[config.mk]
export PLATFORM = sky130hd
export DESIGN_NAME = quarter_turn_controller
export DESIGN_NICKNAME = d
export VERILOG_FILES = /design/src/rtl/motor_pkg.sv /design/src/rtl/key_debouncer.sv /design/src/rtl/quarter_turn_controller.sv
export SDC_FILE = /design/constraint.sdc
export NUM_CORES = 1
export LEC_CHECK = 0
export ABC_AREA = 1
export ABC_CLOCK_PERIOD_IN_PS = 4100
export BUFFER_PORTS_ARGS = -buffer_cell sky130_fd_sc_hd__clkbuf_2
export CAP_MARGIN = 10
export CORE_MARGIN = 3
export CORE_UTILIZATION = 65
export CTS_CLUSTER_DIAMETER = 100
export DETAILED_ROUTE_END_ITERATION = 12
export GPL_TIMING_DRIVEN = 0
export PLACE_DENSITY_LB_ADDON = 0.15
export SETUP_SLACK_MARGIN = 0.05
export SLEW_MARGIN = 15
export SYNTH_ARGS = -nofsm -noshare
export SYNTH_HDL_FRONTEND = slang
export SYNTH_SLANG_ARGS = --single-unit
[constraint.sdc]
create_clock -name clk -period 4.1 [get_ports clk]
set_input_delay 0 -clock clk [delete_from_list [all_inputs] [get_ports clk]]
set_output_delay 0 -clock clk [all_outputs]
set_load 0.02 [all_outputs]
[src/rtl/motor_pkg.sv]
`default_nettype none
// ============================================================================
// Module      : motor_pkg
// Description : Shared types and constants for the stepper-motor control
//               blocks (quarter-turn controller and friends).
// Revision    : 1.0 - initial release
// ============================================================================
package motor_pkg;

    // Quarter-turn sequencer states
    typedef enum logic [1:0] {
        IDLE = 2'd0,
        RUN  = 2'd1,
        HOLD = 2'd2
    } qt_state_t;

    // Half-steps for one full output-shaft revolution of the geared stepper
    localparam int STEPS_PER_REV_HALF = 4096;

    // Board system clock
    localparam int DEFAULT_CLK_HZ     = 50_000_000;

endpackage : motor_pkg
`default_nettype wire

[src/rtl/key_debouncer.sv]
`default_nettype none
// ============================================================================
// Module      : key_debouncer
// Description : Synchronises an asynchronous active-low push-button, filters
//               contact bounce and emits a one-cycle pulse on each accepted
//               press.
// Revision    : 1.0 - initial release
//
// Ports
//   clk         in   system clock
//   rst_n       in   synchronous active-low reset
//   key_n       in   raw button, active-low, asynchronous to clk
//   pressed     out  debounced level, 1 = button held
//   press_pulse out  one-cycle pulse on a released->pressed transition
// ============================================================================
module key_debouncer #(
    parameter int DEBOUNCE_CYCLES = 500_000
) (
    input  logic clk,
    input  logic rst_n,
    input  logic key_n,
    output logic pressed,
    output logic press_pulse
);

    localparam int c_cnt_w = $clog2(DEBOUNCE_CYCLES + 1);

    if (DEBOUNCE_CYCLES < 1) begin : g_bad_debounce
        $error("key_debouncer: DEBOUNCE_CYCLES must be at least 1");
    end

    logic [1:0]         r_sync;     // [1] is the synchronised level
    logic               r_db_n;     // debounced level, active-low
    logic [c_cnt_w-1:0] r_cnt;
    logic               r_pulse;

    always_ff @(posedge clk) begin
        if (!rst_n) begin
            r_sync  <= 2'b11;
            r_db_n  <= 1'b1;
            r_cnt   <= '0;
            r_pulse <= 1'b0;
        end else begin
            r_sync  <= {r_sync[0], key_n};
            r_pulse <= 1'b0;
            if (r_sync[1] == r_db_n) begin
                // Any return to the accepted level restarts the stability window
                r_cnt <= '0;
            end else if (r_cnt == c_cnt_w'(DEBOUNCE_CYCLES - 1)) begin
                r_db_n  <= r_sync[1];
                r_cnt   <= '0;
                r_pulse <= ~r_sync[1];
            end else begin
                r_cnt <= r_cnt + 1'b1;
            end
        end
    end

    assign pressed     = ~r_db_n;
    assign press_pulse = r_pulse;

endmodule : key_debouncer
`default_nettype wire

[src/rtl/quarter_turn_controller.sv]
`default_nettype none
// ============================================================================
// Module      : quarter_turn_controller
// Description : One button press -> one 90 degree move. Debounces the key,
//               then issues exactly STEPS_PER_QUARTER step ticks at STEP_HZ
//               while holding quarter_active high, and pulses quarter_done.
// Revision    : 1.0 - initial release
//
// Ports
//   clk            in   system clock
//   rst_n          in   synchronous active-low reset
//   key_n          in   raw quarter-turn button, active-low, asynchronous
//   dir_in         in   requested direction (1 = CW), sampled at move start
//   on_switch      in   continuous-mode switch, blocks new quarter requests
//   quarter_active out  high for the whole quarter move
//   step_tick      out  one-cycle pulse per step while a move runs
//   dir_out        out  direction latched for the current move
//   step_count     out  ticks issued in the current move
//   quarter_done   out  one-cycle pulse when the move completes
// ============================================================================
module quarter_turn_controller
    import motor_pkg::*;
#(
    parameter int CLK_HZ            = DEFAULT_CLK_HZ,
    parameter int STEP_HZ           = 500,
    parameter int STEPS_PER_QUARTER = STEPS_PER_REV_HALF / 4,
    parameter int DEBOUNCE_CYCLES   = 500_000
) (
    input  logic                                   clk,
    input  logic                                   rst_n,
    input  logic                                   key_n,
    input  logic                                   dir_in,
    input  logic                                   on_switch,
    output logic                                   quarter_active,
    output logic                                   step_tick,
    output logic                                   dir_out,
    output logic [$clog2(STEPS_PER_QUARTER+1)-1:0] step_count,
    output logic                                   quarter_done
);

    localparam int c_period     = CLK_HZ / STEP_HZ;
    localparam int c_presc_w    = (c_period > 2) ? $clog2(c_period) : 1;
    localparam int c_sc_w       = $clog2(STEPS_PER_QUARTER + 1);
    // A key held through reset is debounced as a fresh press once reset
    // lifts. Moves are only accepted after the debounced key has been seen
    // released for this long following reset, which swallows that phantom
    // press and forces a real release/re-press.
    localparam int c_arm_cycles = 2 * DEBOUNCE_CYCLES + 4;
    localparam int c_arm_w      = $clog2(c_arm_cycles + 1);

    if (c_period < 2) begin : g_bad_period
        $error("quarter_turn_controller: CLK_HZ/STEP_HZ must be at least 2");
    end
    if (STEPS_PER_QUARTER < 1) begin : g_bad_steps
        $error("quarter_turn_controller: STEPS_PER_QUARTER must be at least 1");
    end

    logic w_pressed;
    logic w_press_pulse;

    key_debouncer #(
        .DEBOUNCE_CYCLES (DEBOUNCE_CYCLES)
    ) u_key_debouncer (
        .clk         (clk),
        .rst_n       (rst_n),
        .key_n       (key_n),
        .pressed     (w_pressed),
        .press_pulse (w_press_pulse)
    );

    qt_state_t            r_state;
    logic [c_presc_w-1:0] r_presc;
    logic [c_sc_w-1:0]    r_step_count;
    logic                 r_qa;
    logic                 r_tick;
    logic                 r_done;
    logic                 r_dir;
    logic                 r_armed;
    logic [c_arm_w-1:0]   r_arm_cnt;

    logic w_presc_last;
    assign w_presc_last = (r_presc == c_presc_w'(c_period - 1));

    always_ff @(posedge clk) begin
        if (!rst_n) begin
            r_state      <= IDLE;
            r_presc      <= '0;
            r_step_count <= '0;
            r_qa         <= 1'b0;
            r_tick       <= 1'b0;
            r_done       <= 1'b0;
            r_dir        <= 1'b0;
            r_armed      <= 1'b0;
            r_arm_cnt    <= '0;
        end else begin
            r_done <= 1'b0;

            if (!r_armed) begin
                if (w_pressed) begin
                    r_arm_cnt <= '0;
                end else if (r_arm_cnt == c_arm_w'(c_arm_cycles - 1)) begin
                    r_armed <= 1'b1;
                end else begin
                    r_arm_cnt <= r_arm_cnt + 1'b1;
                end
            end

            unique case (r_state)
                IDLE: begin
                    r_tick <= 1'b0;
                    // A press seen while on_switch is set is simply dropped
                    if (w_press_pulse && r_armed && !on_switch) begin
                        r_state      <= RUN;
                        r_qa         <= 1'b1;
                        r_dir        <= dir_in;
                        r_step_count <= '0;
                        r_presc      <= '0;
                    end
                end

                RUN: begin
                    r_presc <= w_presc_last ? '0 : r_presc + 1'b1;
                    // Registered tick lands in the cycle the prescaler is P-1
                    r_tick  <= (r_presc == c_presc_w'(c_period - 2));
                    if (r_tick) begin
                        r_step_count <= r_step_count + 1'b1;
                        if (r_step_count == c_sc_w'(STEPS_PER_QUARTER - 1)) begin
                            r_qa    <= 1'b0;
                            r_done  <= 1'b1;
                            r_tick  <= 1'b0;
                            r_presc <= '0;
                            r_state <= w_pressed ? HOLD : IDLE;
                        end
                    end
                end

                HOLD: begin
                    r_tick <= 1'b0;
                    if (!w_pressed) begin
                        r_state <= IDLE;
                    end
                end

                default: begin
                    r_state <= IDLE;
                    r_tick  <= 1'b0;
                    r_qa    <= 1'b0;
                end
            endcase
        end
    end

    assign quarter_active = r_qa;
    assign step_tick      = r_tick;
    assign dir_out        = r_dir;
    assign step_count     = r_step_count;
    assign quarter_done   = r_done;

endmodule : quarter_turn_controller
`default_nettype wire

Word-level counts from Yosys, hierarchy flattened
Cells that the tools add are included.
{ "totals": {"ff_bits": 78, "in_bits": 5, "output_inout_bits": 15, "wordCells": 78} }
{ "op_classes": {"addsub": 4, "n_eq_ne": 13, "muxes": 26, "bitwise_logic": 6, "n_reduce_logical": 16} }
{ "op_table": {"columns": ["operator", "count"], "rows": [
  ["$mux W17", 4],
  ["$mux W20", 2],
  ["$eq A17 B17 Y1 const B", 2],
  ["$pmux W17 S2", 1],
  ["$mux W11", 2],
  ["$pmux W11 S2", 1],
  ["$add A20 B1 Y20 const B", 1],
  ["$eq A20 B20 Y1 const B", 1],
  ["$add A19 B1 Y19 const B", 1],
  ["$eq A19 B19 Y1 const B", 1],
  ["$add A17 B1 Y17 const B", 1],
  ["$add A11 B1 Y11 const B", 1],
  ["$eq A11 B10 Y1 const B", 1],
  ["$mux W2", 5],
  ["$reduce_and A2 Y1", 5],
  ["$mux W1", 9],
  ["$ne A2 B2 Y1 const B", 4],
  ["$reduce_and A4 Y1", 2],
  ["$not A1 Y1", 6],
  ["$pmux W2 S3", 1],
  ["$reduce_and A3 Y1", 2],
  ["$reduce_or A3 Y1", 2],
  ["$pmux W1 S3", 1],
  ["$eq A2 B1 Y1 const B", 1],
  ["other kinds (7)", 8]
]} }

Depth between registers and ports, before layout
Gate-level depths: netlist of the first run.
{ "depth": {"depth_word": 5, "depth_mapped": 11, "depth_no_buf": 11} }

Hierarchy
A second synthesis of the first run with hierarchy kept.
{ "unflattened": {"hier_cells": 650, "area_unflattened_um2": 4279.1} }
{ "by_module_without_submodules": {"columns": ["module", "n_inst", "cells_per_inst", "area_per_inst_um2", "seq_area_each_um2"], "rows": [
  ["quarter_turn_controller", 1, 489, 3151.8, 1101.1],
  ["key_debouncer", 1, 161, 1127.3, 460.4]
]} }

Least setup slack after synthesis of the first run
No wires, ideal clock.
{ "synth_timing": {"path_type": "flip-flop to flip-flop", "start": "register r_step_count[0] (netlist: step_count[0])", "end": "register r_presc[4]", "setup_ps": 117, "t_arrival_ps": 1512, "required_time_ps": 3983, "path_slack_ps": 2470, "stages_incl_launch_ff": 12, "n_path_buf": 1, "synth_period_minus_slack_ps": 1630, "path_cell_list": "dfxtp_1 > ha_1 > nand2_1 > inv_1 > nand2_1 > nor2_4 > nand3_2 > nand3_1 > nand2_1 > nand2_2 > buf_6 > nor2_1"} }
{ "synth_between": {"elab_chain_len": 4} }
{ "synth_lines": {"columns": ["item", "line", "source"], "rows": [
  ["from (decl)", "quarter_turn_controller.sv:73", "logic [c_sc_w-1:0] r_step_count;"],
  ["from (signal assigned)", "quarter_turn_controller.sv:126", "r_step_count <= r_step_count + 1'b1;"],
  ["$eq A11 B10 Y1", "quarter_turn_controller.sv:127", "if (r_step_count == c_sc_w'(STEPS_PER_QUARTER - 1)) begin"],
  ["$mux W17", "quarter_turn_controller.sv:127", null],
  ["$mux W17", "quarter_turn_controller.sv:125", "if (r_tick) begin"],
  ["$pmux W17 S2", "quarter_turn_controller.sv:108", "unique case (r_state)"],
  ["to (signal assigned)", "quarter_turn_controller.sv:122", "r_presc <= w_presc_last ? '0 : r_presc + 1'b1;"],
  ["to (decl)", "quarter_turn_controller.sv:72", "logic [c_presc_w-1:0] r_presc;"]
]} }
Every way passes these cells.
A chain may end at the register's enable or synchronous reset.

Worst setup path in the final report of the first run
{ "layout_timing": {"start": "register u_key_debouncer.r_cnt[0]", "end": "register u_key_debouncer.r_cnt[0]"} }
{ "layout_between": {"elab_chain_len": 2, "elab_cells_between_ends": 3, "cone_classes": "add/sub: 1; eq/ne: 1; reduce/logical: 1"} }
{ "layout_lines": {"columns": ["item", "line", "source"], "rows": [
  ["from (decl)", "key_debouncer.sv:34", "logic [c_cnt_w-1:0] r_cnt;"],
  ["from (signal assigned)", "key_debouncer.sv:54", "r_cnt <= r_cnt + 1'b1;"],
  ["parallel branches: the longest is 2 deep, another holds $add A19 B1 Y19", null, null]
]} }
Parallel ways; which one is timed is not known.

==> reports/qor.txt, run 1 <==
Status -> complete, no violations
Routed vias/inst -> 5.39
Row count -> 29
CP max-delay cell -> dfxtp_1
Remaining DRCs -> 0
Worst-path cell chain -> ha_1, nand2_1, nor2_2, inv_1, nor2_1, nand3_1, nand3_2, buf_4, nor2_1
Sequential cell area -> 0.00156 mm2
CP Capture Type -> flip-flop
DR WL/cell -> 12.5 um
Final WL -> 9400 um
Area leader, netlist -> dfxtp_1
Max Clock Freq -> 539 MHz
Root buffer cell -> clkbuf_8
CORE AREA -> 0.00639 mm2
Vias in the first global route -> 3764
Setup TNS -> 0 ps
Tmin final -> 1850 ps
Final period utilization -> 45.2%
DRT antenna net count -> 0
Footprint of the multi-input gates -> 0.00232 mm2
Hold Violations, Final -> 0
Setup CP Type -> flip-flop to flip-flop
Global-route wire length before repair -> 16100 um
Ys Warns -> 0
Slew Limit Fails -> 0
Design area -> 0.00472 mm2
CTS sink cnt -> 78
Post-synthesis sequential area ratio -> 36.2%
Share of the synthesized area in the top cell type -> 36.2%
PD cells -> 292 mW/mm2
Final-stage net count -> 680
Post-CTS Hold Buffers -> 2
Share of cells above drive strength 1 -> 12.9%
Max IR drop VDD -> 298 uV
Worst EP required -> 4330 ps
GR Overflow Total -> 0
Initial Util -> 67.5%
Slew Limit Headroom -> 43.2%
Max_cap viols -> 0
Synth Flop Type -> dfxtp_1
Worst Path Arrival -> 2090 ps
Fill cell count -> 528
Post-synthesis cell type count -> 39
Clock buffer depth -> 2
Drt pass-1 iters -> 5
Die ar. -> 0.00764 mm2
CTS tree -> built
Mapped cell area -> 0.00431 mm2
Die X -> 87.4 um
Routability cong. -> 0.917
Register bit total from synthesis -> 78
CP max stage delay -> 400 ps
Clk Latency, worst-skew pair -> 340 ps
Via count -> 4051
# setup viols final -> 0
Startpoint Class -> flip-flop
CTS buffer count -> 9
DIE HEIGHT -> 87.4 um
Hold WC Path Type -> primary input to flip-flop
N_diodes -> 0
Leakage dissipation -> 1.89 nW
Synth async-reset ratio -> 0%
# IOs -> 20
Cell mode on critical path -> nor2_1
Initial detailed-routing violation count -> 254
Count leader, synth -> nand2_1
Pin count of the biggest net entering global routing -> 14
Post-CTS Setup Inserts -> 0
Synth Net Count -> 648
GRT Util Overall -> 26.1%
RSZ-0062 raised after global routing -> no
Crit path max fanout -> 10
H-tree levels -> 3
Initial antenna violation count -> 0
Detail Placement HPWL -> 6950 um
Number of synthesized flops with an enable pin -> 0
Fin Clk Skew -> 11.6 ps
Placed instance area -> 0.00450 mm2
Slew @ Worst Pin -> 847 ps
Top post-synthesis cells by area -> dfxtp_1 (36%), nand2_1 (13%), nor2_1 (9.1%), inv_1 (7.8%), nand3_1 (4.9%)
Synth cell count leaders -> nand2_1 (147), nor2_1 (104), inv_1 (90), dfxtp_1 (78), nand3_1 (42)
Syn Area/Cell -> 6.75 um2
CTS clock-pin slew for the worst setup and hold paths -> 80 ps
CTS resizes -> 0
Number of buffers added on ports -> 19
Mapped Cells -> 638
Area grow syn2layout -> 9.50%
## metal layers
metal  up-vias  global-route usage (%)  wire length, um
met3        14                    6.24              513
met1      1829                    33.7             4340
met2       119                    43.0             4430
met4         0                    8.23              115
li1       2089                       -                -
met5         -                       0                0
## path summary, 6_finish.rpt
kind / startpoint / to / slack (ps) / cells after the start
hold reg to reg: u_key_debouncer.r_sync[0] / u_key_debouncer.r_sync[1] / 420 / 1
setup / recovery: u_key_debouncer.r_cnt[0] / u_key_debouncer.r_cnt[0] / 2250 / 9
hold / removal: rst_n / u_key_debouncer.r_db_n / 60 / 3
setup reg to reg: u_key_debouncer.r_cnt[0] / u_key_debouncer.r_cnt[0] / 2250 / 9
## cell families after synthesis
| group | share of synthesized area [%] |
|---|---|
| buffers and inverters | 9.87 |
| adders and majority gates | 1.45 |
| DFF | 36.2 |
| AOI/OAI and AO/OA | 6.94 |
| xor gates and xnor gates | 3.46 |
| and+or+nand+nor | 42.0 |
## where the power goes
group          internal, W  leakage, nW  switching, W
sequential        0.000760        0.629    0.00000329
clock             0.000298       0.0997      0.000285
combinational    0.0000108         1.16     0.0000208
total              0.00107         1.89      0.000309
## worst max-delay path, delay by kind of cell (launching register included)
kind	cells	cell delay [ps]
and+or+nand+nor	6	770
DFF	1	400
buffers and inverters	2	290
adders and majority gates	1	290
## placed cells by master, fill, tap and decap left out, types with 2 or more instances in the layout
cell type      synthesis  final
nor3_1                15     15
a22oi_1                2      2
nand2_2                6      6
clkbuf_2               0     19
nand2_1              147    147
o21ai_0               14     14
inv_1                 90     90
o21ai_1                4      4
clkbuf_1               1      2
xor2_1                16     16
nor3_2                 3      3
nand3_4                2      2
clkbuf_8               0     10
nand3_1               42     42
buf_6                  4      4
nor2_1               104    104
nand3_2                7      7
dfxtp_1               78     78
ha_1                   5      5
clkinv_2               0      2
nor3b_1                2      2
nor2_4                 5      5
buf_4                  2      2
a31oi_1                2      2
nand4_1               23     23
inv_2                  5      5
o21bai_1               3      3
or2_2                  2      2
nand3b_1               4      4
a21oi_1               27     27
nor2_2                10     10
nand2_4                3      3
dlygate4sd3_1          0      2
## cell type report
cell class,count,share of cell area (%)
Clock buffer,11,3.00
Clock inverter,5,1.19
Buffer,8,1.46
Inverter,95,7.56
Multi-Input combinational cell,457,49.2
Tap cell,77,2.04
Sequential cell,78,33.1
Timing Repair Buffer,21,2.44
## flip-flops by register name, indices dropped and copies added (netlist names)
register	cells
r_armed	1
u_key_debouncer.r_sync	2
u_key_debouncer.r_db_n	1
quarter_done	1
dir_out	1
step_tick	1
r_presc	17
u_key_debouncer.r_cnt	19
r_arm_cnt	20
u_key_debouncer.press_pulse	1
quarter_active	1
r_state	2
step_count	11
## metrics by stage
step                power [W]  cells  worst slack (ps)  hold WS (ps)  util [%]
floorplan            0.000801    638              2470           107         -
global placement     0.000810    734              2360           213      70.5
detailed placement   0.000811    734              2290           219      70.5
CTS                   0.00139    752              2240          54.2      73.9
global route          0.00143    752              2080          75.9      73.9
finish                0.00138    752              2250          59.7      73.9
No activity file was read; power rests on OpenSTA's default activity.
==> inputs of run 2 (changes only) <==
ABC_CLOCK_PERIOD_IN_PS = 1700   (was 4100)
CORE_UTILIZATION = 56   (was 65)
clock period = 1.7 ns   (was 4.1 ns; I/O delays follow)
==> run 2 against run 1 <==
  * Count of clock-buffer cells in the layout is the same
  * Maximum frequency grew 20%
  * Design area grew 5.6%
  * Clock skew is essentially flat
  * Critical path depth is the same
  * Worst hold slack lost 12 ps
  * Cell count grew 4.7%
  * Flip-flop and latch count is the same
  * Critical path type unchanged
==> reports/qor.txt, run 2 (same netlist as run 1, synthesis figures left out) <==
Clk pwr share -> 43.4% (+1.1 points)
N_diodes -> 0 (unchanged)
Footprint of the multi-input gates -> 0.00242 mm2 (+4.3%)
Commonest non-fill, non-tap cell in the layout -> nand2_1
CP max-delay cell -> dfxtp_4
Via count -> 4133 (+2.0%)
Final WL -> 9690 um (+3.1%)
Switching power -> 0.000724 W (+130%)
Worst Path Arrival -> 1780 ps (-310 ps)
Final Hold Slack -> 47.6 ps (-12.0 ps)
CP endpoint -> u_key_debouncer.r_cnt[4]
# IOs -> 20 (unchanged)
Placed instance area -> 0.00453 mm2 (+0.61%)
Row count -> 31 (+6.9%)
RSZ-0062 raised after global routing -> no
Slew Limit Fails -> 0 (unchanged)
DRT antenna net count -> 0 (unchanged)
Routed vias/inst -> 5.25 (-2.5%)
GRT Util Overall -> 22.9% (-3.3 points)
Vias in the first global route -> 3823 (+1.6%)
H-tree levels -> 3 (unchanged)
Global-route wire length before repair -> 16400 um (+1.6%)
CTS tree -> built
Clock buffer depth -> 2 (unchanged)
DIE HEIGHT -> 93.7 um (+7.2%)
Worst-path cell chain -> ha_4, nand2_1, nor2_2, inv_1, nor2_1, nand3_2, nand3_4, buf_6, nor2_1
Max Clock Freq -> 649 MHz (+20%)
CP Capture Type -> flip-flop
Commonest cells after routing, fill and taps aside -> nand2_1 (145), nor2_1 (96), inv_1 (88), dfxtp_1 (68), nand3_1 (39)
GR Overflow Total -> 0 (unchanged)
Slew @ Worst Pin -> 467 ps (-380 ps)
Max IR drop VDD -> 415 uV (+39%)
Setup CP Type -> flip-flop to flip-flop
Crit path max fanout -> 10 (unchanged)
Pin count of the biggest net entering global routing -> 13 (-1)
# setup viols final -> 0 (unchanged)
Tmin final -> 1540 ps (-313 ps)
Routability cong. -> 0.927 (+1.1%)
Dpl ws -> -52.7 ps (-2340 ps)
PD cells -> 684 mW/mm2 (+130%)
CTS clock-pin slew for the worst setup and hold paths -> 80 ps (about the same)
Fin Clk Skew -> 11.7 ps (+0.106 ps)
Worst EP required -> 1940 ps (-2390 ps)
CTS buffer count -> 9 (unchanged)
Biggest regs -> r_arm_cnt x20, u_key_debouncer.r_cnt x19, r_presc x17
Register share of total power -> 54.0% (-1.4 points)
Internal power -> 0.00269 W (+150%)
Switching Fraction -> 21.2% (-1.2 points)
Cell mode on critical path -> nor2_1
CORE AREA -> 0.00737 mm2 (+15%)
Max_cap viols -> 0 (unchanged)
Status -> complete, no violations
Final period utilization -> 90.7% (+45 points)
Hold WC Path Type -> primary input to flip-flop
Clk Latency, worst-skew pair -> 350 ps (about the same)
Root buffer cell -> clkbuf_8
Drt pass-1 iters -> 5 (unchanged)
Setup slack, reg-to-reg -> 160 ps (-2090 ps)
Critical R2R Capture -> u_key_debouncer.r_cnt[4]
Startpoint Class -> flip-flop
Area grow syn2layout -> 15.7%
Top reg by flops -> r_arm_cnt
Final worst slack -> 159 ps (-2090 ps)
Sequential cell area -> 0.00158 mm2 (+1.4%)
Die X -> 93.7 um (+7.2%)
Share of cells above drive strength 1 -> 18.6% (+5.7 points)
Total power -> 0.00341 W (+150%)
Final-stage net count -> 694 (+2.1%)
Logic gate share of total power -> 2.6% (+0.3 points)
Slew Limit Headroom -> 68.9% (+26 points)
Hold Violations, Final -> 0 (unchanged)
CP max stage delay -> 380 ps (-20 ps)
DR WL/cell -> 12.3 um (-1.4%)
Initial detailed-routing violation count -> 252 (-0.79%)
Fin util -> 67.6% (-6.3 points)
Initial Util -> 58.5% (-9.0 points)
Fill cell count -> 644 (+22%)
CTS sink cnt -> 78 (unchanged)
Initial antenna violation count -> 0 (unchanged)
Reg2reg start -> u_key_debouncer.r_cnt[0]
Detail Placement HPWL -> 6800 um (-2.1%)
Largest register FFs -> 20 (unchanged)
Remaining DRCs -> 0 (unchanged)
Die ar. -> 0.00878 mm2 (+15%)
Worst Reg-to-Reg Cells -> 9 (unchanged)
Leakage dissipation -> 1.96 nW (+3.8%)
Design area -> 0.00498 mm2 (+5.6%)
Number of buffers added on ports -> 19 (unchanged)
CP Launch Point -> u_key_debouncer.r_cnt[0]
run 2: worst min-delay path by stage:
stage | from | end | slack, ps | cells past startpoint
global placement | key_n | u_key_debouncer.r_sync[0] | 200 | 2
finish | rst_n | quarter_active | 50 | 3
CTS | rst_n | quarter_active | 60 | 3
global route | on_switch | quarter_active | 70 | 4
floorplan | key_n | u_key_debouncer.r_sync[0] | 110 | 1
detailed placement | key_n | u_key_debouncer.r_sync[0] | 200 | 2
run 2: critical path, delay by kind of cell, from the launching register on:
| kind | cells | cell delay [ps] |
|---|---|---|
| fa+ha+maj | 1 | 170 |
| buf+inv | 2 | 230 |
| flops | 1 | 380 |
| simple gates | 6 | 670 |
run 2: power groups by stage:
| stage | Clock, W | Combinational, W | Sequential, W |
|---|---|---|---|
| 2_1_floorplan | 0 | 0.0000494 | 0.00188 |
| 3_3_place_gp | 0 | 0.0000698 | 0.00188 |
| 3_5_place_dp | 0 | 0.0000708 | 0.00189 |
| 4_1_cts | 0.00151 | 0.0000770 | 0.00184 |
| 5_1_grt | 0.00159 | 0.000101 | 0.00184 |
| 6_report | 0.00148 | 0.0000898 | 0.00184 |
run 2: metrics by stage:
step           cells  TNS [ps]
2_1_floorplan    638         0
3_3_place_gp     756      -143
3_5_place_dp     756      -465
4_1_cts          773         0
5_1_grt          787         0
6_report         787         0
run 2: final cells by class:
| type | instances | area share, % |
|---|---|---|
| clock inverter | 4 | 1.46 |
| buffer | 8 | 1.46 |
| multi-input combinational | 457 | 48.6 |
| sequential | 78 | 31.8 |
| inverter | 95 | 7.16 |
| tap | 99 | 2.49 |
| timing repair buffer | 35 | 4.44 |
| clock buffer | 11 | 2.64 |
run 2: repair_timing:
action                     CTS  global route
gates cloned                 0             2
gates resized for setup     10            33
hold endpoints to repair     2             0
pin swaps                    0             6
setup endpoints to repair   29            41
setup buffers                0            12
hold buffers                 2             0
run 2: per-layer routing:
metal | part of all wire (%) | track usage (%) | vias to the layer above
met5 | 0 | 0 | -
met3 | 5.1 | 3.93 | 24
li1 | - | - | 2122
met1 | 46 | 30.1 | 1862
met4 | 1.9 | 9.03 | 0
met2 | 47 | 37.3 | 125
